### src/rtl/stream_mux_arb.sv
// N-channel valid/ready stream mux with a registered output stage.
// Supports explicit-select or round-robin arbitration, and stays locked to one channel until that packet's last beat.
module stream_mux_arb #(
  parameter int WIDTH = 32,
  parameter int N_CH  = 4,
  parameter int SEL_W = $clog2(N_CH)
) (
  input  logic                  clk_i,
  input  logic                  rst_ni,
  input  logic                  mode_i,
  input  logic [SEL_W-1:0]      sel_i,
  input  logic [N_CH*WIDTH-1:0] data_i,
  input  logic [N_CH-1:0]       valid_i,
  input  logic [N_CH-1:0]       last_i,
  output logic [N_CH-1:0]       ready_o,
  output logic [WIDTH-1:0]      data_o,
  output logic                  valid_o,
  output logic                  last_o,
  output logic [SEL_W-1:0]      ch_o,
  input  logic                  ready_i
);

  typedef enum logic {UNLOCKED, LOCKED} state_t;

  state_t            state_q, state_d;
  logic [SEL_W-1:0]  ptr_q;
  logic [SEL_W-1:0]  lock_ch_q;
  logic [SEL_W-1:0]  gnt;
  logic              gnt_vld;
  logic              load;
  logic [WIDTH-1:0]  sel_data;
  logic              sel_last;
  logic [SEL_W-1:0]  cand;

  logic [WIDTH-1:0]  data_p1;
  logic              vld_p1;
  logic              last_p1;
  logic [SEL_W-1:0]  ch_p1;

  // Grant uses only current inputs and registered state; the locked channel overrides mode and select.
  always_comb begin
    gnt     = '0;
    gnt_vld = 1'b0;
    cand    = '0;
    if (state_q == LOCKED) begin
      gnt     = lock_ch_q;
      gnt_vld = valid_i[lock_ch_q];
    end else if (!mode_i) begin
      gnt = sel_i;
      if (int'(sel_i) < N_CH) gnt_vld = valid_i[sel_i];
    end else begin
      for (int i = 0; i < N_CH; i++) begin
        cand = SEL_W'((int'(ptr_q) + i) % N_CH);
        if (!gnt_vld && valid_i[cand]) begin
          gnt_vld = 1'b1;
          gnt     = cand;
        end
      end
    end
  end

  always_comb begin
    sel_data = '0;
    sel_last = 1'b0;
    for (int k = 0; k < N_CH; k++) begin
      if (gnt == SEL_W'(k)) begin
        sel_data = data_i[k*WIDTH +: WIDTH];
        sel_last = last_i[k];
      end
    end
  end

  assign load = (!vld_p1 || ready_i) && gnt_vld;

  always_comb begin
    ready_o = '0;
    for (int k = 0; k < N_CH; k++) begin
      ready_o[k] = rst_ni && load && (gnt == SEL_W'(k));
    end
  end

  always_comb begin
    state_d = state_q;
    case (state_q)
      UNLOCKED: if (load && !sel_last) state_d = LOCKED;
      LOCKED:   if (load && sel_last)  state_d = UNLOCKED;
      default:  state_d = UNLOCKED;
    endcase
  end

  always_ff @(posedge clk_i or negedge rst_ni) begin
    if (!rst_ni) begin
      state_q   <= UNLOCKED;
      ptr_q     <= '0;
      lock_ch_q <= '0;
    end else begin
      state_q <= state_d;
      if (load && state_q == UNLOCKED && !sel_last) lock_ch_q <= gnt;
      if (load && sel_last) ptr_q <= (gnt == SEL_W'(N_CH-1)) ? '0 : gnt + 1'b1;
    end
  end

  // Output stage boundary: p1 register, overwritten in place when consume and load coincide.
  always_ff @(posedge clk_i or negedge rst_ni) begin
    if (!rst_ni) begin
      vld_p1  <= 1'b0;
      data_p1 <= '0;
      last_p1 <= 1'b0;
      ch_p1   <= '0;
    end else if (load) begin
      vld_p1  <= 1'b1;
      data_p1 <= sel_data;
      last_p1 <= sel_last;
      ch_p1   <= gnt;
    end else if (ready_i) begin
      vld_p1 <= 1'b0;
    end
  end

  assign data_o  = data_p1;
  assign valid_o = vld_p1;
  assign last_o  = last_p1;
  assign ch_o    = ch_p1;

endmodule
### config.mk
export PLATFORM = sky130hd
export DESIGN_NAME = stream_mux_arb
export DESIGN_NICKNAME = d
export VERILOG_FILES = /design/src/rtl/stream_mux_arb.sv
export SDC_FILE = /design/constraint.sdc
export NUM_CORES = 1
export LEC_CHECK = 0
export CAP_MARGIN = 20
export CORE_MARGIN = 2
export CORE_UTILIZATION = 30
export CTS_CLUSTER_SIZE = 12
export DETAILED_ROUTE_END_ITERATION = 16
export PLACE_DENSITY = 0.69
export SLEW_MARGIN = 20
export SYNTH_ARGS = -nofsm -noshare
export SYNTH_HDL_FRONTEND = slang
export SYNTH_SLANG_ARGS = --single-unit
export TNS_END_PERCENT = 1
### constraint.sdc
create_clock -name clk_i -period 6.3 [get_ports clk_i]
set_input_delay 1.89 -clock clk_i [delete_from_list [all_inputs] [get_ports clk_i]]
set_output_delay 1.89 -clock clk_i [all_outputs]
set_load 0.01 [all_outputs]
==> results of run 1 <==
-- area by class of cell --
type                       instances  area [sq um]  share of cell area
timing repair buffer             191          1890               0.393
sequential                        41          1030               0.214
tap                              111           139              0.0289
clock buffer                       7          86.3              0.0180
antenna                            1          2.50            0.000522
multi-input combinational        258          1650               0.343
inverter                           3          11.3             0.00235
-- placed cells by master, fill, tap and decap left out, types with 3 or more instances in the layout --
cell type	count
clkbuf_8	6
a21oi_1	34
o21ai_1	8
o21ai_0	27
buf_4	10
and3_1	4
nor2_1	3
a21o_1	3
nor3_1	31
clkdlybuf4s50_1	178
dfrtp_1	41
nand2_1	39
a221oi_1	31
nor2b_1	34
nand2b_1	5
mux2i_1	5
-- through the flow --
step                 util  area, sq um  cells  power [mW]  setup TNS [ns]
global route        0.524         4800    611        2.29         -0.0139
CTS                 0.522         4780    611        2.11               0
floorplan               -         2820    333        1.42               0
detailed placement  0.513         4700    604        1.93               0
finish              0.524         4800    612        2.08               0
global placement    0.513         4700    604        1.91               0
-- routing by layer --
layer / global-route usage / up-vias / routed length (microns)
met2: 0.327 / 120 / 4780
met4: 0.0379 / 0 / 78
met5: 0 / - / 0
met1: 0.210 / 1402 / 3760
li1: - / 1560 / -
met3: 0.0645 / 4 / 827
-- critical path, cell delays in order --
cell             delay [ns]
clkdlybuf4s50_1        0.43
nor2b_1                0.15
a21bo_2                0.23
o31ai_2                0.26
mux2i_1                0.13
buf_4                  0.16
a21o_1                 0.17
ha_1                   0.23
and3_1                 0.15
clkdlybuf4s50_1        0.48
-- final timing paths --
path                                 to  slack (ns)  cells after the start        from
setup / recovery             ready_o[0]        0.14                     10  valid_i[2]
max in group asynchronous    data_o[28]        4.15                      2      rst_ni
hold reg to reg              data_o[12]        0.48                      2  data_o[12]
hold / removal               data_o[12]        0.48                      2  data_o[12]
setup reg to reg           lock_ch_q[0]        3.01                     11    ptr_q[1]
min in group asynchronous    data_o[21]        1.42                      1      rst_ni
-- report_power, final --
group	switching, mW	leakage, nW	internal, mW
combinational	0.737	1.35	0.694
clock	0.0863	0.0443	0.0870
sequential	0.0811	0.510	0.393
total	0.904	1.90	1.17
-- cells by family after synthesis --
group / count (synthesis) / share of synthesized area
AOI/OAI and AO/OA: 118 / 0.282
adders and majority gates: 4 / 0.0178
buffers and inverters: 34 / 0.0564
DFF: 41 / 0.364
muxes: 10 / 0.0444
and+or+nand+nor: 126 / 0.235
-- what timing repair did --
item                       in CTS  in global routing
hold endpoints to repair        0                  0
setup endpoints to repair       0                  4
gates resized for setup         0                  4
-- sequential cells by signal, summed over array words and instances (netlist names), named ones only --
name       flops
last_o         1
data_o        32
lock_ch_q      2
ch_o           2
ptr_q          2
valid_o        1
==> summary.md, run 1 <==
| Metric | Value |
|---|---|
| CTS root buf | `clkbuf_8` |
| CP required | `4.41 ns` |
| Starting Density | `0.308` |
| Site row count | `35` |
| Final Max Slew Viols | `0` |
| GPL Wtd Cong | `0.799` |
| Port Buf Inserts | `181` |
| TritonRoute pass-1 iters | `4` |
| Count leader, synth | `dfrtp_1` |
| Data arrival time of the worst path | `4.27 ns` |
| Peak VDD IR | `between 200 and 250 uV` |
| Largest net degree at the start of global routing | `between 70 and 80` |
| Hold Buf Count CTS | `0` |
| Worst-Skew Late Latency | `roughly 0.29 ns` |
| Commonest cells in the netlist | `dfrtp_1 (41), nand2_1 (39), a21oi_1 (35), nor2b_1 (35)` |
| Filler cells | `approximately 870` |
| GR Util All Layers | `0.183` |
| Core area | `9150 sq um` |
| Layout cell share with drive strength beyond 1 | `0.0700` |
| DRC viols | `0` |
| Worst setup margin | `around 0.14 ns` |
| Syn Std Cell Area | `2820 sq um` |
| First-pass GRT wire length | `14700 microns` |
| DIE HEIGHT | `101 microns` |
| Vias | `3086` |
| Endpoint class of the critical path | `output port` |
| Hold_ws | `a little under 0.5 ns` |
| Fin Clk Skew | `0.00849 ns` |
| Crit path max fanout | `3` |
| Seq/Total Area, Yosys | `0.364` |
| Number of flops mapped to enable cells by yosys | `0` |
| Dpl ws | `0.0890 ns` |
| Gate Count Post-Synth | `roughly 330` |
| Number of global-route vias before repair | `3029` |
| Clock Path Buffers | `2` |
| TritonCTS buffer count | `5` |
| #FFs+latches synth | `just over 40` |
| Setup CP Type | `in2out` |
| DP HPWL | `7130 microns` |
| Post-synth top flop | `dfrtp_1` |
| Final period utilization | `0.978` |
| Worst slew pin tran | `between 0.6 and 0.7 ns` |
| Syn nets | `479` |
| Routed WL | `9450 microns` |
| Type of origin of the critical path | `input pin` |
| Final ANT Viol Nets | `0` |
| DRT iter0 DRCs | `between 70 and 80` |
| Setup Viol. Count Final | `0` |
| Layout Area Growth over Synthesis | `70.4%` |
| Die W | `101 microns` |
| Fmax | `162 MHz` |
| Post CTS Setup Buffer Count | `0` |
| Tmin final | `6.16 ns` |
| Vias per cell | `5.04` |
| GR Overflow Total | `0` |
| Rel. slew slack | `0.561` |
| Cell area power density | `433 nW/um^2` |
| Status | `finished clean` |
| Worst Hold Class | `reg2reg` |
| Yosys top cell area share | `0.364` |
| Initial antenna violation count | `1` |
| Area leader, netlist | `dfrtp_1` |
| Final nets | `646` |
| Dominant cells by area after synthesis | `dfrtp_1 (36%), a221oi_1 (9.6%), nor2b_1 (7.8%), a21oi_1 (6.2%), nor3_1 (5.5%)` |
| Yosys cell types | `46` |
| Final Hold Vio Count | `0` |
| Reg clk slew, reported paths | `0.07 ns` |
| Die ar. | `10200 sq um` |
| P_leak | `1.90 nW` |
| Avg Inst Size Synth | `8.45 sq um` |
| Max_cap viols | `0` |
| Clock sinks | `41` |
| # IOs | `~180` |
| Avg WL per Cell | `15.4 microns` |
| Synth Warn # | `0` |
| Async S/R FF share, synth | `1.00` |
| TritonCTS clock tree | `done` |
| Htree depth | `2` |
(Power assumes the default switching activity.)
==> run 2: changes to the inputs <==
--- a/config.mk
+++ b/config.mk
@@ -7,10 +7,10 @@
 export LEC_CHECK = 0
 export CAP_MARGIN = 20
 export CORE_MARGIN = 2
-export CORE_UTILIZATION = 30
+export CORE_UTILIZATION = 35
 export CTS_CLUSTER_SIZE = 12
 export DETAILED_ROUTE_END_ITERATION = 16
-export PLACE_DENSITY = 0.69
+export PLACE_DENSITY = 0.78
 export SLEW_MARGIN = 20
 export SYNTH_ARGS = -nofsm -noshare
 export SYNTH_HDL_FRONTEND = slang
==> run 2 against run 1 <==
  * Register-to-register slack worse by 0.10 ns
  * Non-clock buffer count down 1
  * Power up 1.8%
  * Worst hold slack worse by 0.0017 ns
  * Die area down 14%
  * Setup slack worse by 0.055 ns
  * Combinational power about the same
  * Critical path type unchanged
==> summary.md, run 2 (synthesized netlist as in run 1, its figures left out) <==
| Metric | Value |
|---|---|
| Core area | `7770 sq um (-15%)` |
| TritonRoute pass-1 iters | `4 (unchanged)` |
| CTS root buf | `clkbuf_8` |
| Most used cell, CP | `clkdlybuf4s50_1` |
| # IOs | `182 (unchanged)` |
| Unrepaired setup endpoints after global routing | `no` |
| Largest net degree at the start of global routing | `71 (unchanged)` |
| Status | `finished clean` |
| Cell Chain, Critical Path | `clkdlybuf4s50_1 > a21bo_2 > o31ai_1 > mux2i_2 > a21o_1 > ha_1 > and3_1 > clkdlybuf4s50_1` |
| Type of origin of the critical path | `input pin` |
| # diodes | `0 (-1)` |
| TritonCTS clock tree | `done` |
| Clock Path Buffers | `2 (unchanged)` |
| Layout cell share with drive strength beyond 1 | `0.0701 (+0.000140)` |
| Data arrival time of the worst path | `4.33 ns (+0.06 ns)` |
| Post CTS Setup Buffer Count | `0 (unchanged)` |
| Tmin final | `6.22 ns (+0.0549 ns)` |
| Initial antenna violation count | `0 (-1)` |
| Max reg flops | `32 (unchanged)` |
| Setup Viol. Count Final | `0 (unchanged)` |
| Cell area power density | `442 nW/um^2 (+2.0%)` |
| Filler cells | `676 (-22%)` |
| Fin Clk Skew | `0.0152 ns (+0.00673 ns)` |
| Most frequent cells in the layout | `clkdlybuf4s50_1 (180), dfrtp_1 (41), nand2_1 (39), nor2b_1 (34), a21oi_1 (34)` |
| GR Overflow Total | `0 (unchanged)` |
| DRC viols | `0 (unchanged)` |
| TritonCTS buffer count | `5 (unchanged)` |
| Commonest non-fill, non-tap cell in the layout | `clkdlybuf4s50_1` |
| Die W | `93.7 microns (-7.1%)` |
| Final Hold Vio Count | `0 (unchanged)` |
| Final ANT Viol Nets | `0 (unchanged)` |
| Starting Density | `0.362 (+0.0548)` |
| Port Buf Inserts | `181 (unchanged)` |
| Post-route insts no fill | `601 (-1.8%)` |
| Reg clk slew, reported paths | `0.07 ns (about the same)` |
| P_leak | `1.89 nW (-0.89%)` |
| Max_cap viols | `0 (unchanged)` |
| Fmax | `161 MHz (-0.88%)` |
| Htree depth | `2 (unchanged)` |
| Routed WL | `9240 microns (-2.2%)` |
| Setup TNS | `0 ns (unchanged)` |
| Endpoint class of the critical path | `output port` |
| Die ar. | `8780 sq um (-14%)` |
| Avg WL per Cell | `15.4 microns (-0.43%)` |
| DP HPWL | `7000 microns (-1.8%)` |
| DRT iter0 DRCs | `140 (+97%)` |
| Setup CP Type | `in2out` |
| Worst path bufs/invs | `2 (-1)` |
| Final Max Slew Viols | `0 (unchanged)` |
| DIE HEIGHT | `93.7 microns (-7.1%)` |
| Number of global-route vias before repair | `2970 (-1.9%)` |
| Slowest-stage cell, CP | `clkdlybuf4s50_1` |
| Vias per cell | `5.21 (+3.3%)` |
| Delay-heaviest family, CP | `buffers and inverters` |
| GPL Wtd Cong | `0.831 (+4.1%)` |
| Placed instance count | `594 (-1.7%)` |
| Clock sinks | `41 (unchanged)` |
| Crit path max fanout | `6 (+3)` |
| Site row count | `32 (-8.6%)` |
| First-pass GRT wire length | `14300 microns (-2.3%)` |
| GR Util All Layers | `0.208 (+0.0252)` |
| Worst-Skew Late Latency | `0.29 ns (about the same)` |
| Vias | `3132 (+1.5%)` |
| Layout Area Growth over Synthesis | `70.1%` |
| Worst Hold Class | `reg2reg` |
| Final nets | `645 (-0.15%)` |
| Worst slew pin tran | `0.741 ns (+0.0814 ns)` |
| Peak VDD IR | `297 uV (+46%)` |
| Final period utilization | `0.987 (+0.00871)` |
| Rel. slew slack | `0.502 (-0.0589)` |
| CP required | `4.41 ns (about the same)` |
| Max incr delay on CP | `0.57 ns (+0.09 ns)` |
-- run 2: worst reg2reg max path, cell delays in order (launching register included) --
cell and delay, ns:
dfrtp_1 0.48, mux2i_1 0.15, and2_1 0.18, o31ai_1 0.37
mux2i_2 0.18, a21oi_2 0.18, ha_1 0.19, buf_4 0.38
nor2b_2 0.11, a221oi_2 0.27, o31ai_2 0.12, and4b_1 0.34
mux2_2 0.35
-- run 2: cell type report --
| class | count | area (sq um) | share of cell area |
|---|---|---|---|
| clock inverter | 2 | 35.0 | 0.00732 |
| multi-input combinational | 258 | 1650 | 0.344 |
| timing repair buffer | 190 | 1870 | 0.391 |
| inverter | 3 | 11.3 | 0.00235 |
| tap | 102 | 128 | 0.0267 |
| sequential | 41 | 1030 | 0.214 |
| clock buffer | 5 | 68.8 | 0.0144 |
-- run 2: power breakdown --
group / total, mW / leakage [nW] / switching, mW / internal (mW)
Clock: 0.201 / 0.0540 / 0.0856 / 0.115
Combinational: 1.44 / 1.32 / 0.747 / 0.692
Sequential: 0.475 / 0.510 / 0.0822 / 0.393
-- run 2: worst paths after layout --
kind,slack [ns],cells past startpoint,end,startpoint
max in group asynchronous,4.08,2,data_o[20],rst_ni
max reg2reg,2.91,12,lock_ch_q[0],ptr_q[1]
min in group asynchronous,1.52,1,valid_o,rst_ni
max,0.08,8,ready_o[0],mode_i
min reg2reg,0.48,2,data_o[2],data_o[2]
min,0.48,2,data_o[2],data_o[2]
-- run 2: layer usage --
metal,vias up,track usage,share of wire
met5,-,0,0
met4,0,0.0507,0.022
met3,19,0.0586,0.088
met2,152,0.373,0.48
met1,1406,0.245,0.41
li1,1555,-,-
-- run 2: timing repair --
item | in CTS | in global routing
resized for setup | 0 | 2
hold buffers | 0 | 0
endpoints found under the setup margin | 0 | 3
-- run 2: stage by stage --
step                      power (mW)  hold WS (ns)  utilization  cell area, sq um  setup slack [ns]
after floorplan                 1.42         0.514            -              2820             0.618
after global placement          1.89         0.460        0.602              4680             0.185
after detailed placement        1.93         0.469        0.602              4680            0.0862
after CTS                       2.13         0.486        0.615              4780            0.0850
after global routing            2.32         0.501        0.616              4790            0.0196
final                           2.11         0.480        0.616              4790            0.0835
==> run 3: changes to the inputs <==
--- a/config.mk
+++ b/config.mk
@@ -5,12 +5,15 @@
 export SDC_FILE = /design/constraint.sdc
 export NUM_CORES = 1
 export LEC_CHECK = 0
+export ABC_AREA = 1
 export CAP_MARGIN = 20
+export CELL_PAD_IN_SITES_DETAIL_PLACEMENT = 0
+export CELL_PAD_IN_SITES_GLOBAL_PLACEMENT = 1
 export CORE_MARGIN = 2
-export CORE_UTILIZATION = 35
+export CORE_UTILIZATION = 26
 export CTS_CLUSTER_SIZE = 12
 export DETAILED_ROUTE_END_ITERATION = 16
-export PLACE_DENSITY = 0.78
+export PLACE_DENSITY_LB_ADDON = 0.1
 export SLEW_MARGIN = 20
 export SYNTH_ARGS = -nofsm -noshare
 export SYNTH_HDL_FRONTEND = slang
==> run 3 against run 2 <==
  * First-iteration DRC count grew 11%
  * Routed wire length is 34% higher
  * Final area is 12% higher
  * Clock skew decreased by 0.0078 ns
  * Combinational power is 33% higher
  * Non-clock buffer count decreased by 1
  * Die area rose by 53%
  * Flip-flop and latch count stayed put
  * Global-route usage fell by 2.6 points
==> summary.md, run 3 <==
| Metric | Value |
|---|---|
| Status | `finished clean` |
| Worst Hold Class | `reg2reg` |
| Largest net degree at the start of global routing | `67 (-5.6%)` |
| Setup Viol. Count Final | `0 (unchanged)` |
| Count leader, synth | `nand2_1` |
| Worst R2R Start | `ptr_q[0]` |
| Number of global-route vias before repair | `3746 (+26%)` |
| P_leak | `2.49 nW (+32%)` |
| Endpoint class of the critical path | `output port` |
| TritonCTS clock tree | `done` |
| Avg Inst Size Synth | `6.36 sq um (-25%)` |
| # IOs | `182 (unchanged)` |
| Vias | `3803 (+21%)` |
| Final Hold Vio Count | `0 (unchanged)` |
| CP required | `4.41 ns (about the same)` |
| Max incr delay on CP | `0.48 ns (-0.09 ns)` |
| Number of flops mapped to enable cells by yosys | `0 (unchanged)` |
| Dominant cells by area after synthesis | `dfrtp_1 (32%), nand2_1 (23%), o21ai_0 (11%), nand3_1 (7.1%), nand2_2 (6.7%)` |
| Starting Density | `0.269 (-0.0935)` |
| Rel. slew slack | `0.602 (+0.100)` |
| Gate Count Post-Synth | `512 (+54%)` |
| Max reg flops | `32 (unchanged)` |
| Yosys cell types | `24 (-48%)` |
| TritonCTS buffer count | `5 (unchanged)` |
| Crit path max fanout | `4 (-2)` |
| Post-synth top flop | `dfrtp_1` |
| Worst-Skew Late Latency | `0.28 ns (about the same)` |
| Fmax | `172 MHz (+6.6%)` |
| Most frequent cells in the layout | `nand2_1 (199), clkdlybuf4s50_1 (176), o21ai_0 (71), nand3_1 (46), dfrtp_1 (41)` |
| CTS root buf | `clkbuf_16` |
| Port Buf Inserts | `181 (unchanged)` |
| Area leader, netlist | `dfrtp_1` |
| Yosys top cell area share | `0.315 (-0.0494)` |
| Slowest-stage cell, CP | `clkdlybuf4s50_1` |
| Final ANT Viol Nets | `0 (unchanged)` |
| Hold_ws | `0.480 ns (-0.00000800 ns)` |
| Syn Std Cell Area | `3260 sq um (+16%)` |
| Total power | `2.73 mW (+29%)` |
| Unrepaired setup endpoints after global routing | `no` |
| GPL Wtd Cong | `0.856 (+2.9%)` |
| Setup CP Type | `in2out` |
| Die W | `116 microns (+24%)` |
| Commonest non-fill, non-tap cell in the layout | `nand2_1` |
| Final period utilization | `0.925 (-0.0615)` |
| Routed WL | `12400 microns (+34%)` |
| Startpoint of the worst hold path | `data_o[21]` |
| Data arrival time of the worst path | `3.94 ns (-0.39 ns)` |
| Worst Setup SP | `valid_i[3]` |
| First-pass GRT wire length | `18900 microns (+32%)` |
| Die ar. | `13400 sq um (+53%)` |
| Worst slew pin tran | `0.597 ns (-0.144 ns)` |
| Clock Path Buffers | `2 (unchanged)` |
| Placed instance count | `837 (+41%)` |
| DIE HEIGHT | `116 microns (+24%)` |
| Layout Area Growth over Synthesis | `64.3%` |
| Layout cell share with drive strength beyond 1 | `0.0945 (+0.0244)` |
| Vias per cell | `4.50 (-14%)` |
| Site row count | `40 (+25%)` |
| Peak VDD IR | `270 uV (-9.0%)` |
| Max_cap viols | `0 (unchanged)` |
| Clock sinks | `41 (unchanged)` |
| Tmin final | `5.83 ns (-0.387 ns)` |
| Seq/Total Area, Yosys | `0.315 (-0.0494)` |
| GR Util All Layers | `0.182 (-0.0260)` |
| Final Max Slew Viols | `0 (unchanged)` |
| DRT iter0 DRCs | `156 (+11%)` |
| Setup TNS | `0 ns (unchanged)` |
| Avg WL per Cell | `14.6 microns (-4.7%)` |
| Synth Warn # | `0 (unchanged)` |
| Core area | `12100 sq um (+56%)` |
| Commonest cells in the netlist | `nand2_1 (200), o21ai_0 (71), nand3_1 (46), dfrtp_1 (41), a21oi_1 (39)` |
| Async S/R FF share, synth | `1.00 (unchanged)` |
| #FFs+latches synth | `41 (unchanged)` |
| Reg clk slew, reported paths | `0.06 ns (about the same)` |
| DRC viols | `0 (unchanged)` |
| Syn nets | `658 (+37%)` |
| Htree depth | `2 (unchanged)` |
| # diodes | `0 (unchanged)` |
| Cell Chain, Critical Path | `clkdlybuf4s50_1 > inv_1 > nand2_2 > nand3_1 > nand2_1 > nor2_4 > nand3_1 > nand3_1 > nand2_1 > nand2_1 > nand2_1 > inv_1 > ha_2 > inv_1 > nor2_1 > dlymetal6s2s_1` |
| Final nets | `822 (+27%)` |
| GR Overflow Total | `0 (unchanged)` |
| Post-route insts no fill | `845 (+41%)` |
| TritonRoute pass-1 iters | `4 (unchanged)` |
| Filler cells | `1323 (+96%)` |
| Type of origin of the critical path | `input pin` |
| Fin Clk Skew | `0.00740 ns (-0.00782 ns)` |
| Most used cell, CP | `nand2_1` |
| Cell area power density | `511 nW/um^2 (+16%)` |
| DP HPWL | `8900 microns (+27%)` |
| Initial antenna violation count | `0 (unchanged)` |
==> run 3: changes by cell type after synthesis, moves of 5 or more <==
cell,delta
inv_1,+20
nand2b_1,-5
nand2_2,+35
mux2i_1,-5
a221oi_1,-31
o21ai_0,+44
nor3_1,-31
nand2_1,+161
o21ai_1,-7
nor2_1,+5
nand3_1,+46
buf_2,-5
nor2b_1,-35
==> run 3: final cells by class <==
cell class / count / area [sq um] / area share
Clock buffer: 5 / 125 / 0.0234
Clock inverter: 3 / 65.1 / 0.0122
Inverter: 25 / 93.8 / 0.0175
Multi-Input combinational cell: 414 / 1950 / 0.365
Sequential cell: 41 / 1030 / 0.192
Tap cell: 168 / 210 / 0.0393
Timing Repair Buffer: 189 / 1880 / 0.351
==> run 3: cells by family (layout without fill, tap and decap cells) <==
family,after synthesis,after routing,share of synthesized area
adder cells (fa/ha/maj),4,4,0.0154
AND/OR/NAND/NOR,298,298,0.408
AO/OA/AOI/OAI,112,112,0.176
buffers and inverters,57,222,0.0864
flip-flops,41,41,0.315
==> run 3: path summary, 6_finish.rpt <==
path / cells past startpoint / endpoint / slack, ns
max in group asynchronous: 2 / data_o[31] / 4.18
setup / recovery: 16 / ready_o[3] / 0.47
hold reg to reg: 2 / data_o[21] / 0.48
setup reg to reg: 21 / ptr_q[0] / 2.79
min in group asynchronous: 2 / data_o[25] / 1.73
hold / removal: 2 / data_o[21] / 0.48
==> run 3: what timing repair did <==
action | in CTS | in global routing
buffers inserted | 0 | 0
hold buffers | 0 | 0
endpoints found under the setup margin | 0 | 4
resized for setup | 0 | 5
==> run 3: per-stage QoR <==
step | utilization | instance area, sq um | setup slack, ns
6_report | 0.442 | 5350 | 0.471
3_3_place_gp | 0.425 | 5150 | 0.119
2_1_floorplan | - | 3260 | 0.761
3_5_place_dp | 0.425 | 5150 | 0.0874
5_1_grt | 0.442 | 5350 | 0.227
4_1_cts | 0.441 | 5340 | 0.0705
==> run 3: power breakdown <==
group	switching, mW	leakage, nW	total [mW]	internal [mW]
combinational	1.18	1.88	1.91	0.733
clock	0.105	0.0938	0.331	0.226
sequential	0.0953	0.517	0.488	0.393
total	1.38	2.49	2.73	1.35
==> run 3: worst max-delay path, delay by kind of cell <==
kind / cells / cell delay [ns]
adders and majority gates: 1 / 0.18
buffers and inverters: 5 / 0.92
and+or+nand+nor: 10 / 0.94
==> run 3: routing by layer <==
metal | share of wire | GRT usage | up-vias
met3 | 0.073 | 0.0502 | 6
li1 | - | - | 1980
met1 | 0.44 | 0.226 | 1701
met5 | 0 | 0 | -
met4 | 0.0055 | 0.0262 | 0
met2 | 0.49 | 0.323 | 116
